File: config.mk
export PLATFORM = sky130hd
export DESIGN_NAME = uart_rx
export DESIGN_NICKNAME = d
export VERILOG_FILES = /design/src/rtl/uart_rx_pkg.sv /design/src/rtl/uart_rx_shift.sv /design/src/rtl/uart_rx.sv
export SDC_FILE = /design/constraint.sdc
export NUM_CORES = 1
export LEC_CHECK = 0
export BUFFER_PORTS_ARGS = -buffer_cell sky130_fd_sc_hd__clkbuf_2
export CORE_MARGIN = 3
export CORE_UTILIZATION = 50
export DETAILED_ROUTE_END_ITERATION = 10
export PLACE_DENSITY = 0.72
export SETUP_SLACK_MARGIN = 0.15
export SKIP_LAST_GASP = 1
export SYNTH_ARGS = -nofsm -noshare
export SYNTH_HDL_FRONTEND = slang
export SYNTH_SLANG_ARGS = --single-unit
File: constraint.sdc
create_clock -name clk -period 1.9 [get_ports clk]
set_clock_uncertainty 0.1 [all_clocks]
set_input_delay 0.095 -clock clk [delete_from_list [all_inputs] [get_ports clk]]
set_output_delay 0.095 -clock clk [all_outputs]
set_load 0.02 [all_outputs]
File: src/rtl/uart_rx_pkg.sv
// uart_rx_pkg: shared definitions for the UART receiver.
//   rx_state_t     FSM state encoding (IDLE=0, START=1, DATA=2, STOP=3, BREAK=4)
//   clks_per_bit   clock cycles per bit, integer division of clock by baud
package uart_rx_pkg;

   typedef enum logic [2:0] {
      IDLE  = 3'd0,
      START = 3'd1,
      DATA  = 3'd2,
      STOP  = 3'd3,
      BREAK = 3'd4
   } rx_state_t;

   function automatic int unsigned clks_per_bit(input int unsigned clk_freq,
                                                input int unsigned baud);
      return clk_freq / baud;
   endfunction

endpackage

File: src/rtl/uart_rx_shift.sv
// uart_rx_shift: 8-bit right-shift register, serial input enters at the MSB
// so that an LSB-first byte is fully aligned after eight shifts.
//   clk       system clock
//   rst_n     synchronous, active-low reset (clears the register)
//   shift_en  shift one position this cycle
//   sin       serial input bit
//   dout      parallel contents
module uart_rx_shift (
   input  logic       clk,
   input  logic       rst_n,
   input  logic       shift_en,
   input  logic       sin,
   output logic [7:0] dout
);

   always_ff @(posedge clk) begin
      if (!rst_n) begin
         dout <= '0;
      end else if (shift_en) begin
         dout <= {sin, dout[7:1]};
      end
   end

endmodule

File: src/rtl/uart_rx.sv
// uart_rx: 8N1 UART receiver, LSB first, mid-bit sampling.
//   clk        system clock
//   rst_n      synchronous, active-low reset
//   rx_i       asynchronous serial line, idle high
//   rx_data    last good byte, held until the next good byte
//   rx_valid   1-cycle pulse, rx_data updated this cycle
//   frame_err  1-cycle pulse, stop bit sampled low
//   busy       high whenever the receiver is not idle
// CLKS_PER_BIT = CLK_FREQ/BAUD must be at least 4.
module uart_rx
   import uart_rx_pkg::*;
#(
   parameter int unsigned CLK_FREQ = 50_000_000,
   parameter int unsigned BAUD     = 115200
) (
   input  logic       clk,
   input  logic       rst_n,
   input  logic       rx_i,
   output logic [7:0] rx_data,
   output logic       rx_valid,
   output logic       frame_err,
   output logic       busy
);

   localparam int unsigned CLKS_PER_BIT = clks_per_bit(CLK_FREQ, BAUD);
   localparam int unsigned CNT_W        = $clog2(CLKS_PER_BIT);
   localparam logic [CNT_W-1:0] HALF_LAST = CNT_W'(CLKS_PER_BIT / 2 - 1);
   localparam logic [CNT_W-1:0] FULL_LAST = CNT_W'(CLKS_PER_BIT - 1);

   rx_state_t        state_q, state_d;
   logic             rx_meta, rx_s;
   logic [CNT_W-1:0] cnt_q, cnt_d;
   logic [2:0]       bit_idx_q, bit_idx_d;
   logic             shift_en, valid_set, ferr_set;
   logic [7:0]       shreg;

   uart_rx_shift u_shift (
      .clk      (clk),
      .rst_n    (rst_n),
      .shift_en (shift_en),
      .sin      (rx_s),
      .dout     (shreg)
   );

   // State register together with synchroniser, timing counters and the
   // registered output pulses.
   always_ff @(posedge clk) begin
      if (!rst_n) begin
         rx_meta   <= 1'b1;
         rx_s      <= 1'b1;
         state_q   <= IDLE;
         cnt_q     <= '0;
         bit_idx_q <= '0;
         rx_data   <= '0;
         rx_valid  <= 1'b0;
         frame_err <= 1'b0;
      end else begin
         rx_meta   <= rx_i;
         rx_s      <= rx_meta;
         state_q   <= state_d;
         cnt_q     <= cnt_d;
         bit_idx_q <= bit_idx_d;
         rx_valid  <= valid_set;
         frame_err <= ferr_set;
         if (valid_set) begin
            rx_data <= shreg;
         end
      end
   end

   // Next-state and datapath control.
   always_comb begin
      state_d   = state_q;
      cnt_d     = cnt_q + 1'b1;
      bit_idx_d = bit_idx_q;
      shift_en  = 1'b0;
      valid_set = 1'b0;
      ferr_set  = 1'b0;
      unique case (state_q)
         IDLE: begin
            cnt_d = '0;
            if (!rx_s) begin
               state_d = START;
            end
         end
         START: begin
            // Half a bit into the start bit: a high line means it was a glitch.
            if (cnt_q == HALF_LAST) begin
               cnt_d     = '0;
               bit_idx_d = '0;
               state_d   = rx_s ? IDLE : DATA;
            end
         end
         DATA: begin
            if (cnt_q == FULL_LAST) begin
               cnt_d    = '0;
               shift_en = 1'b1;
               if (bit_idx_q == 3'd7) begin
                  state_d = STOP;
               end else begin
                  bit_idx_d = bit_idx_q + 1'b1;
               end
            end
         end
         STOP: begin
            // Leaving at mid stop bit leaves half a bit to catch the next start edge.
            if (cnt_q == FULL_LAST) begin
               cnt_d = '0;
               if (rx_s) begin
                  valid_set = 1'b1;
                  state_d   = IDLE;
               end else begin
                  ferr_set = 1'b1;
                  state_d  = BREAK;
               end
            end
         end
         BREAK: begin
            cnt_d = '0;
            if (rx_s) begin
               state_d = IDLE;
            end
         end
         default: begin
            cnt_d   = '0;
            state_d = IDLE;
         end
      endcase
   end

   // Moore outputs.
   always_comb begin
      busy = (state_q != IDLE);
   end

endmodule

==> summary.txt, run 1 <==
Power and ir drop
  • Tot Pwr: 1.28 mW
  • Worst VDD drop: 0.000511 V
  • Pwr dens: 672 mW/mm^2
  • Leak: 0.788 nW

CTS
  • CTS Root Buffer Type: clkbuf_4
  • CTS clk-pin slew, worst paths: 0.11 ns
  • Max Buffers Root-to-Sink: 2
  • CTS sink count: 35
  • TritonCTS buffer count: 5
  • TritonCTS clock tree: yes
  • # H-tree levels: 2
  • Later-pin clock latency in the skew report: 0.32 ns

Detailed routing
  • Post-Route WL: 2930 um
  • Antenna viol nets, final: 0
  • Vias: 1195
  • DR pass1 iterations: 4
  • DRT iter0 DRCs: 45
  • Via density: 5.13
  • Wirelength per Cell: 12.6 um
  • Post-route DRC: 0

Yosys
  • Post-synth EDFFs: 0
  • Mapped cell area: 0.00159 sq mm
  • Netlist cell types: 42
  • Synth area leader: dfxtp_1
  • Share of the synthesized area in the top cell type: 44.1%
  • Fraction of registers with async set/reset: 0%
  • Synth Area per Inst: 9.99 sq um
  • Mapped Nets: 167
  • Post-Synthesis Cells: 159
  • Flops & latches, synth: 35
  • Synth Warn #: 0
  • Synth area leaders: dfxtp_1 44%, mux2i_1 9.4%, nor2b_1 5.9%, ha_1 3.9%, nor2_2 3.1%
  • Post-synth top flop: dfxtp_1
  • Seq/Total Area, Yosys: 44.1%

STA
  • Final period util: 98.9%
  • Final min period: 1.88 ns
  • RSZ-0062 raised after global routing: yes
  • Worst Tran Pin Value: 0.271 ns
  • Fin. Hold Viols: 0
  • Worst slew margin: 81.8%
  • Final setup violating endpoints: 0
  • Slew Viols, Final: 0
  • Hold slack: 0.108 ns
  • Post-route setup slack: 0.0207 ns
  • Max Fclk: 0.532 GHz
  • Final setup TNS: 0 ns

Final layout
  • Fin nets: 198
  • Design area: 0.00191 sq mm
  • Final Instance Count excl. Fillers: 233
  • Area Growth Syn to Fin: 20.0%
  • Most frequent cells in the layout: 31 x dfxtp_1, 15 x mux2i_1, 15 x nor2b_1, 15 x buf_4, 13 x clkbuf_2
  • FILL cells: 251
  • Share of layout cells above drive strength 1: 35.6%
  • Antenna Cells: 0
  • Final Core Density: 65.7%
  • Most common cell after layout, fill and taps aside: dfxtp_1

Setup path
  • Crit path kind: reg -> reg
  • CP Capture Type: register
  • Worst Path Arrival: 2.05 ns
  • CP Max Fanout: 4
  • Critical Path Start Type: register
  • CP required: 2.07 ns

Place
  • RePlAce Congestion: 0.788
  • DP Worst Slack: -0.0479 ns
  • Post-placement cell area: 0.00176 sq mm
  • DP Cell Count: 220
  • Post-DP HPWL: 2080 um
  • IO buf count: 13

Floorplan
  • Die height: 62.4 um
  • Io pins: 14
  • Chip Width: 62.4 um
  • Core Region: 0.00290 sq mm
  • Total Die Area: 0.00389 sq mm
  • Initial core utilization: 54.8%
  • Site Rows: 19

Outcome
  • Status: finished clean

Global route
  • Antenna violations before repair: 0
  • Overall Global Routing Usage: 15.4%
  • Global-route wire length before repair: 4970 um
  • Vias in the first global route: 1173
  • Gr ovfl total: 0
  • Pin count of the biggest net entering global routing: 30

Hold path
  • Worst Hold Class: in -> reg

Flow run
  • Max-cap viol count: 0
## sequential cells by signal (all words and copies together) (netlist names)
| register | cells |
|---|---|
| bit_idx_q | 3 |
| cnt_q | 9 |
| frame_err | 1 |
| rx_data | 8 |
| rx_meta | 1 |
| rx_s | 1 |
| rx_valid | 1 |
| state_q | 3 |
| u_shift.dout | 8 |
## final timing paths
kind | startpoint | to | slack (ns) | depth (start not counted)
setup reg to reg | cnt_q[1] | cnt_q[7] | 0.02 | 8
hold / removal | rst_n | rx_s | 0.11 | 3
hold reg to reg | rx_meta | rx_s | 0.34 | 1
setup / recovery | cnt_q[1] | cnt_q[7] | 0.02 | 8
## power breakdown
group | internal (mW) | switching, mW | total, mW
logic | 0.0703 | 0.0787 | 0.149
registers | 0.742 | 0.00482 | 0.747
clock network | 0.143 | 0.242 | 0.385
total | 0.956 | 0.325 | 1.28
## metal layers
metal	part of all wire, %	wire length, um	GRT usage (%)
met5	0	0	0
met1	44	1300	18.5
met3	4.5	132	5.04
met2	50	1480	26.5
met4	0.48	14	4.41
## cell type report
class / instances / area (sq um) / share of cell area [%]
inverters: 4 / 15.0 / 0.787
well taps: 42 / 52.6 / 2.76
clock buffers: 6 / 41.3 / 2.17
flip-flops and latches: 35 / 706 / 37.0
clock inverters: 2 / 12.5 / 0.656
repair buffers: 32 / 221 / 11.6
multi-input cells: 112 / 858 / 45.0
## critical path, stage by stage, from the launching register on
cell	delay, ns
dfxtp_2	0.35
inv_2	0.04
ha_2	0.15
and4bb_2	0.24
a21oi_4	0.16
a21oi_2	0.04
or4b_4	0.50
buf_6	0.15
nor2_2	0.10
## Yosys cell counts, drive strengths merged, types with 2 or more instances
cell and n:
ha 5, mux2i 15, xor2 3, inv 4, clkbuf 3, nor2b 15
nand2 12, dfxtp 35, nand4 3, nand3 4, nor2 18, buf 5
and3 2, nand2b 3, o21ai 3, xnor2 4, a21oi 4, nor3 2
and4b 2
## logic make-up (layout without fill, tap and decap cells)
kind of cell,count (synthesis),after routing,share of synthesized area (%)
AO/OA/AOI/OAI,13,13,6.22
XOR/XNOR,7,7,3.86
adder cells (fa/ha/maj),5,5,3.94
buffers and inverters,12,44,4.33
flip-flops,35,35,44.1
multiplexers,15,15,9.45
AND/OR/NAND/NOR,72,72,28.1
## what timing repair did
| action | CTS | global route |
|---|---|---|
| pin swaps | 4 | 1 |
| hold endpoints to repair | 1 | 0 |
| gates cloned | 0 | 1 |
| setup buffers | 1 | 2 |
| gates resized for setup | 11 | 4 |
| setup endpoints to repair | 15 | 23 |
| hold buffers | 1 | 0 |
No activity file was read; power rests on OpenSTA's default activity.
==> run 2, diff against run 1 <==
--- a/config.mk
+++ b/config.mk
@@ -10,4 +10,5 @@
 export CORE_UTILIZATION = 50
 export DETAILED_ROUTE_END_ITERATION = 10
+export GPL_ROUTABILITY_DRIVEN = 0
 export PLACE_DENSITY = 0.72
 export SETUP_SLACK_MARGIN = 0.15
==> constraint.sdc (replaced) <==
create_clock -name clk -period 1.9 [get_ports clk]
set_clock_uncertainty 0.1 [all_clocks]
set_input_delay 0.095 -clock clk [delete_from_list [all_inputs] [get_ports clk]]
set_output_delay 0.095 -clock clk [all_outputs]
set_load 0.1 [all_outputs]
==> run 2 against run 1 <==
Global-route usage is the same. Utilization did not move. Cell area did not move. Critical path depth stayed put. Setup slack about the same. Wire length about the same. Critical path type unchanged.
==> summary.txt, run 2 (synthesized netlist as in run 1, its figures left out) <==
Outcome
  • Status: finished clean

Final layout
  • Antenna Cells: 0 (unchanged)
  • Max reg flops: 9 (unchanged)
  • Largest registers: cnt_q x9, rx_data x8, u_shift.dout x8
  • Register area: 706 sq um (unchanged)
  • FILL cells: 251 (unchanged)
  • Area of the multi-input gates: 858 sq um (unchanged)
  • Area Growth Syn to Fin: 20.0% (unchanged)
  • Biggest register: cnt_q
  • Most common cell after layout, fill and taps aside: dfxtp_1
  • Fin nets: 198 (unchanged)
  • Share of layout cells above drive strength 1: 35.6% (unchanged)
  • Most frequent cells in the layout: 31 x dfxtp_1, 15 x mux2i_1, 15 x nor2b_1, 15 x buf_4
  • Design area: 0.00191 sq mm (unchanged)
  • Final Instance Count excl. Fillers: 233 (unchanged)

Power and ir drop
  • P_sw: 354 uW (+8.9%)
  • Pwr dens: 687 mW/mm^2 (+2.3%)
  • Clock Power Share: 29.4% (-0.6 points)
  • Leak: 0.788 nW (about the same)
  • Sequential share of power: 57.0% (-1.3 points)
  • Worst VDD drop: 0.000511 V (about the same)
  • Cell-internal power: 956 uW (about the same)
  • Sw frac: 27.1% (+1.7 points)
  • Logic pwr share: 13.6% (+2.0 points)

STA
  • Final setup TNS: 0 ns (unchanged)
  • Final setup violating endpoints: 0 (unchanged)
  • Final period util: 98.9% (about the same)
  • Final min period: 1.88 ns (+0.0000206 ns)
  • Hold slack: 0.108 ns (unchanged)
  • Worst slew margin: 63.9% (-18 points)
  • Slew Viols, Final: 0 (unchanged)
  • Fin. Hold Viols: 0 (unchanged)
  • Worst Tran Pin Value: 0.544 ns (+0.272 ns)
  • Max Fclk: 0.532 GHz (about the same)
  • RSZ-0062 raised after global routing: yes

Setup path
  • Crit path kind: reg -> reg
  • Worst Path Buf+Inv: 2 (unchanged)
  • Critical Path Start: cnt_q[1]
  • Critical Path Start Type: register
  • R2R depth: 8 (unchanged)
  • CP Max Fanout: 4 (unchanged)
  • Critical path depth: 8 (unchanged)
  • CP Capture Type: register
  • RR Startpoint: cnt_q[1]
  • Crit-path slowest cell: or4b_4
  • Reg2reg setup slack: 0.02 ns (about the same)
  • Worst Path Arrival: 2.05 ns (about the same)
  • Reg-to-reg endpoint: cnt_q[7]
  • Cells along the critical path: inv_2 > ha_2 > and4bb_2 > a21oi_4 > a21oi_2 > or4b_4 > buf_6 > nor2_2
  • CP peak stage delay: 0.50 ns (about the same)
  • CP required: 2.07 ns (about the same)
  • Capture point of the worst path: cnt_q[7]
  • Largest delay share family, worst path: simple AND/OR/NAND/NOR gates

Detailed routing
  • Antenna viol nets, final: 0 (unchanged)
  • Post-route DRC: 0 (unchanged)
  • DRT iter0 DRCs: 45 (unchanged)
  • DR pass1 iterations: 4 (unchanged)
  • Wirelength per Cell: 12.6 um (about the same)
  • Post-Route WL: 2930 um (about the same)
  • Via density: 5.13 (unchanged)
  • Vias: 1195 (unchanged)

Global route
  • Vias in the first global route: 1173 (unchanged)
  • Pin count of the biggest net entering global routing: 30 (unchanged)
  • Global-route wire length before repair: 4970 um (unchanged)
  • Overall Global Routing Usage: 15.4% (unchanged)
  • Antenna violations before repair: 0 (unchanged)
  • Gr ovfl total: 0 (unchanged)

Place
  • DP Cell Count: 220 (unchanged)
  • IO buf count: 13 (unchanged)
  • Post-DP HPWL: 2080 um (unchanged)
  • Post-placement cell area: 0.00176 sq mm (unchanged)

Flow run
  • Max-cap viol count: 0 (unchanged)

CTS
  • CTS clk-pin slew, worst paths: 0.11 ns (about the same)
  • TritonCTS buffer count: 5 (unchanged)
  • # H-tree levels: 2 (unchanged)
  • TritonCTS clock tree: yes
  • Later-pin clock latency in the skew report: 0.32 ns (about the same)
  • CTS sink count: 35 (unchanged)
  • Max Buffers Root-to-Sink: 2 (unchanged)
  • CTS Root Buffer Type: clkbuf_4

Hold path
  • Worst Hold Class: in -> reg
  • Hold Path Stages: 3 (unchanged)

Floorplan
  • Total Die Area: 0.00389 sq mm (unchanged)
  • Io pins: 14 (unchanged)
  • Chip Width: 62.4 um (unchanged)
  • Site Rows: 19 (unchanged)
  • Die height: 62.4 um (unchanged)
  • Initial core utilization: 54.8% (unchanged)
  • Core Region: 0.00290 sq mm (unchanged)
==> run 2: cell type report <==
| class | instances | share of cell area (%) |
|---|---|---|
| clock buffers | 6 | 2.17 |
| clock inverters | 2 | 0.656 |
| inverters | 4 | 0.787 |
| multi-input cells | 112 | 45.0 |
| flip-flops and latches | 35 | 37.0 |
| well taps | 42 | 2.76 |
| repair buffers | 32 | 11.6 |
==> run 2: layer usage <==
layer | vias up | global-route usage [%] | part of all wire (%)
met5 | - | 0 | 0
met4 | 0 | 4.41 | 0.48
met3 | 2 | 5.04 | 4.5
met2 | 33 | 26.5 | 50
met1 | 556 | 18.5 | 44
li1 | 604 | - | -
==> run 2: what timing repair did <==
item	in CTS	in global routing
cloned	0	1
setup buffers	1	2
hold buffers	1	0
endpoints found under the setup margin	15	24
gates resized for setup	11	5
hold endpoints to repair	1	0
pin swaps	4	1
==> run 2: worst reg2reg max path, delay by kind of cell (launching register included) <==
| family | cells | cell delay (ns) |
|---|---|---|
| compound gates | 2 | 0.20 |
| simple gates | 3 | 0.84 |
| fa+ha+maj | 1 | 0.15 |
| buf+inv | 2 | 0.19 |
| flops | 1 | 0.35 |
==> run 2: worst min-delay path by stage <==
stage	startpoint	endpoint	slack, ns
floorplan	rx_i	rx_meta	0.1
global placement	rx_i	rx_meta	0.18
detailed placement	rx_i	rx_meta	0.19
CTS	rst_n	rx_s	0.09
global route	rst_n	rx_s	0.1
finish	rst_n	rx_s	0.11
==> run 2: metrics by stage <==
step / setup slack [ns] / total power [mW] / util [%]
after floorplan: 0.0282 / 0.889 / -
final: 0.0207 / 1.31 / 65.7
after CTS: 0.0280 / 1.31 / 64.3
after global placement: 0.0208 / 0.919 / 60.7
after global routing: -0.0237 / 1.37 / 65.7
after detailed placement: -0.0479 / 0.924 / 60.7
==> run 2: power groups by stage <==
stage | sequential (mW) | clock (mW) | combinational, mW
6_report | 0.747 | 0.385 | 0.178
4_1_cts | 0.747 | 0.390 | 0.176
3_3_place_gp | 0.764 | 0 | 0.156
3_5_place_dp | 0.764 | 0 | 0.159
5_1_grt | 0.749 | 0.428 | 0.193
2_1_floorplan | 0.763 | 0 | 0.126
==> run 3, diff against run 2 <==
- REMOVE_ABC_BUFFERS: default -> 1
==> run 3 against run 2 <==
The run now ends with negative setup slack left. Flip-flop and latch count stayed put. Via count stayed put. Final cell count is 2.1% higher. Utilization is 3.2 points higher. Wire length is 5.4% higher. Maximum frequency is 2.6% lower. Sequential share of layout area is 1.8 points lower. Sequential power hardly changed. Register-to-register slack worse by 0.05 ns. Cell area is 4.9% higher. Global-route usage is 1.4 points higher. Non-clock buffer count is 5 higher.
==> summary.txt, run 3 (synthesized netlist as in run 1, its figures left out) <==
Detailed routing
  • Top sig layer: met4
  • Met2 WL post-DR: 1520 um (+2.6%)
  • Met3 wire len: 123 um (-6.8%)
  • DRT iter0 DRCs: 42 (-6.7%)
  • Antenna viol nets, final: 0 (unchanged)
  • DR pass1 iterations: 4 (unchanged)
  • Post-Route WL: 3090 um (+5.4%)
  • Vias: 1195 (unchanged)
  • Post-route DRC: 0 (unchanged)
  • Wirelength per Cell: 13.0 um (+3.2%)
  • Via density: 5.02 (-2.1%)
  • WL met1: 1360 um (+4.5%)

Hold path
  • Worst Hold Class: in -> reg
  • Hold Path Stages: 3 (unchanged)

Setup path
  • Reg2reg setup slack: -0.03 ns (-0.05 ns)
  • CP required: 2.08 ns (about the same)
  • CP Max Fanout: 5 (+1)
  • R2R depth: 8 (unchanged)
  • RR Startpoint: cnt_q[0]
  • Critical Path Start: cnt_q[0]
  • CP Capture Type: register
  • Reg-to-reg endpoint: cnt_q[6]
  • Capture point of the worst path: cnt_q[6]
  • Worst Path Arrival: 2.11 ns (+0.06 ns)
  • Critical Path Start Type: register
  • Crit path kind: reg -> reg

Global route
  • Global-route wire length before repair: 5180 um (+4.3%)
  • Vias in the first global route: 1129 (-3.8%)
  • Gr ovfl total: 0 (unchanged)
  • Overall Global Routing Usage: 16.9% (+1.4 points)
  • Pin count of the biggest net entering global routing: 30 (unchanged)
  • Antenna violations before repair: 0 (unchanged)

CTS
  • # H-tree levels: 2 (unchanged)
  • CTS Root Buffer Type: clkbuf_4
  • Later-pin clock latency in the skew report: 0.34 ns (+0.02 ns)
  • TritonCTS buffer count: 5 (unchanged)
  • Max Buffers Root-to-Sink: 2 (unchanged)
  • CTS clk-pin slew, worst paths: 0.11 ns (about the same)
  • CTS sink count: 35 (unchanged)
  • TritonCTS clock tree: yes

STA
  • Final setup violating endpoints: 7 (+7)
  • Fin. Hold Viols: 0 (unchanged)
  • Max Fclk: 0.518 GHz (-2.6%)
  • Final period util: 102% (+2.7 points)
  • Worst Tran Pin Value: 0.559 ns (+0.0156 ns)
  • Hold slack: 0.103 ns (-0.00527 ns)
  • Slew Viols, Final: 0 (unchanged)
  • Worst slew margin: 62.9% (-1.0 points)
  • Post-route setup slack: -0.0303 ns (-0.0510 ns)
  • Final min period: 1.93 ns (+0.0510 ns)
  • Final setup TNS: -0.136 ns (-0.136 ns)
  • RSZ-0062 raised after global routing: yes

Floorplan
  • Io pins: 14 (unchanged)
  • Die height: 62.4 um (unchanged)
  • Chip Width: 62.4 um (unchanged)
  • Site Rows: 19 (unchanged)
  • Initial core utilization: 54.8% (unchanged)
  • Total Die Area: 0.00389 sq mm (unchanged)
  • Core Region: 0.00290 sq mm (unchanged)

Place
  • Post-DP HPWL: 2080 um (+0.23%)
  • IO buf count: 13 (unchanged)
  • DP Worst Slack: -0.0746 ns (-0.0268 ns)

Power and ir drop
  • Leak: 0.835 nW (+5.9%)
  • Pwr dens: 710 mW/mm^2 (+3.3%)
  • Worst VDD drop: 0.000493 V (-3.5%)

Outcome
  • Status: complete, but fails checks
  • Failing checks: negative setup slack

Final layout
  • Most common cell after layout, fill and taps aside: dfxtp_1
  • Fin nets: 203 (+2.5%)
  • Most frequent cells in the layout: 33 x dfxtp_1, 18 x buf_4, 15 x mux2i_1, 15 x nor2b_1
  • Share of layout cells above drive strength 1: 36.7% (+1.1 points)
  • Max reg flops: 9 (unchanged)
  • Antenna Cells: 0 (unchanged)
  • Biggest register: cnt_q
  • Largest registers: cnt_q x9, rx_data x8, u_shift.dout x8
  • Area Growth Syn to Fin: 25.8%

Flow run
  • Max-cap viol count: 0 (unchanged)
## run 3: routing by layer
layer | track usage (%) | up-vias
li1 | - | 615
met1 | 19.5 | 551
met2 | 28.4 | 21
met3 | 5.04 | 8
met4 | 8.54 | 0
met5 | 0 | -
## run 3: repair_timing
item / 4_1_cts / 5_1_grt
pin swaps: 3 / 3
resized for setup: 18 / 13
gates cloned: 2 / 0
hold endpoints to repair: 1 / 0
hold buffers: 1 / 0
setup endpoints to repair: 24 / 24
buffers inserted: 1 / 2
## run 3: per-stage QoR
step	total power [mW]	cell area [sq um]	util, %	std cells
3_5_place_dp	0.928	1790	61.6	224
5_1_grt	1.50	2000	68.9	238
3_3_place_gp	0.924	1790	61.6	224
2_1_floorplan	0.873	1540	-	151
6_report	1.42	2000	68.9	238
4_1_cts	1.42	1950	67.1	236
## run 3: how the worst min path moves through the flow
stage / start / to / slack [ns]
detailed placement: rx_i / rx_meta / 0.18
global route: rst_n / rx_meta / 0.09
finish: rst_n / rx_meta / 0.10
global placement: rx_i / rx_meta / 0.18
floorplan: rst_n / rx_s / 0.07
CTS: rst_n / rx_meta / 0.07
## run 3: where the power goes
| part | internal (mW) | switching, mW | total, mW |
|---|---|---|---|
| Sequential | 0.742 | 0.00552 | 0.748 |
| Combinational | 0.0878 | 0.117 | 0.205 |
| Clock | 0.216 | 0.250 | 0.467 |
| Total | 1.05 | 0.373 | 1.42 |
## run 3: final cells by class
class	count	area, sq um
clock buffer	7	65.1
clock inverter	1	7.51
fill	244	901
inverter	4	15.0
multi-input combinational	112	887
sequential	35	703
tap	42	52.6
timing repair buffer	37	269
## run 3: critical path, cell delays in order, from the launching register on
cell and delay, ns:
dfxtp_2 0.35, inv_2 0.04, ha_4 0.14, and4bb_2 0.25
a21oi_4 0.19, a21oi_2 0.05, or4b_4 0.50, buf_6 0.16
nor2_4 0.10
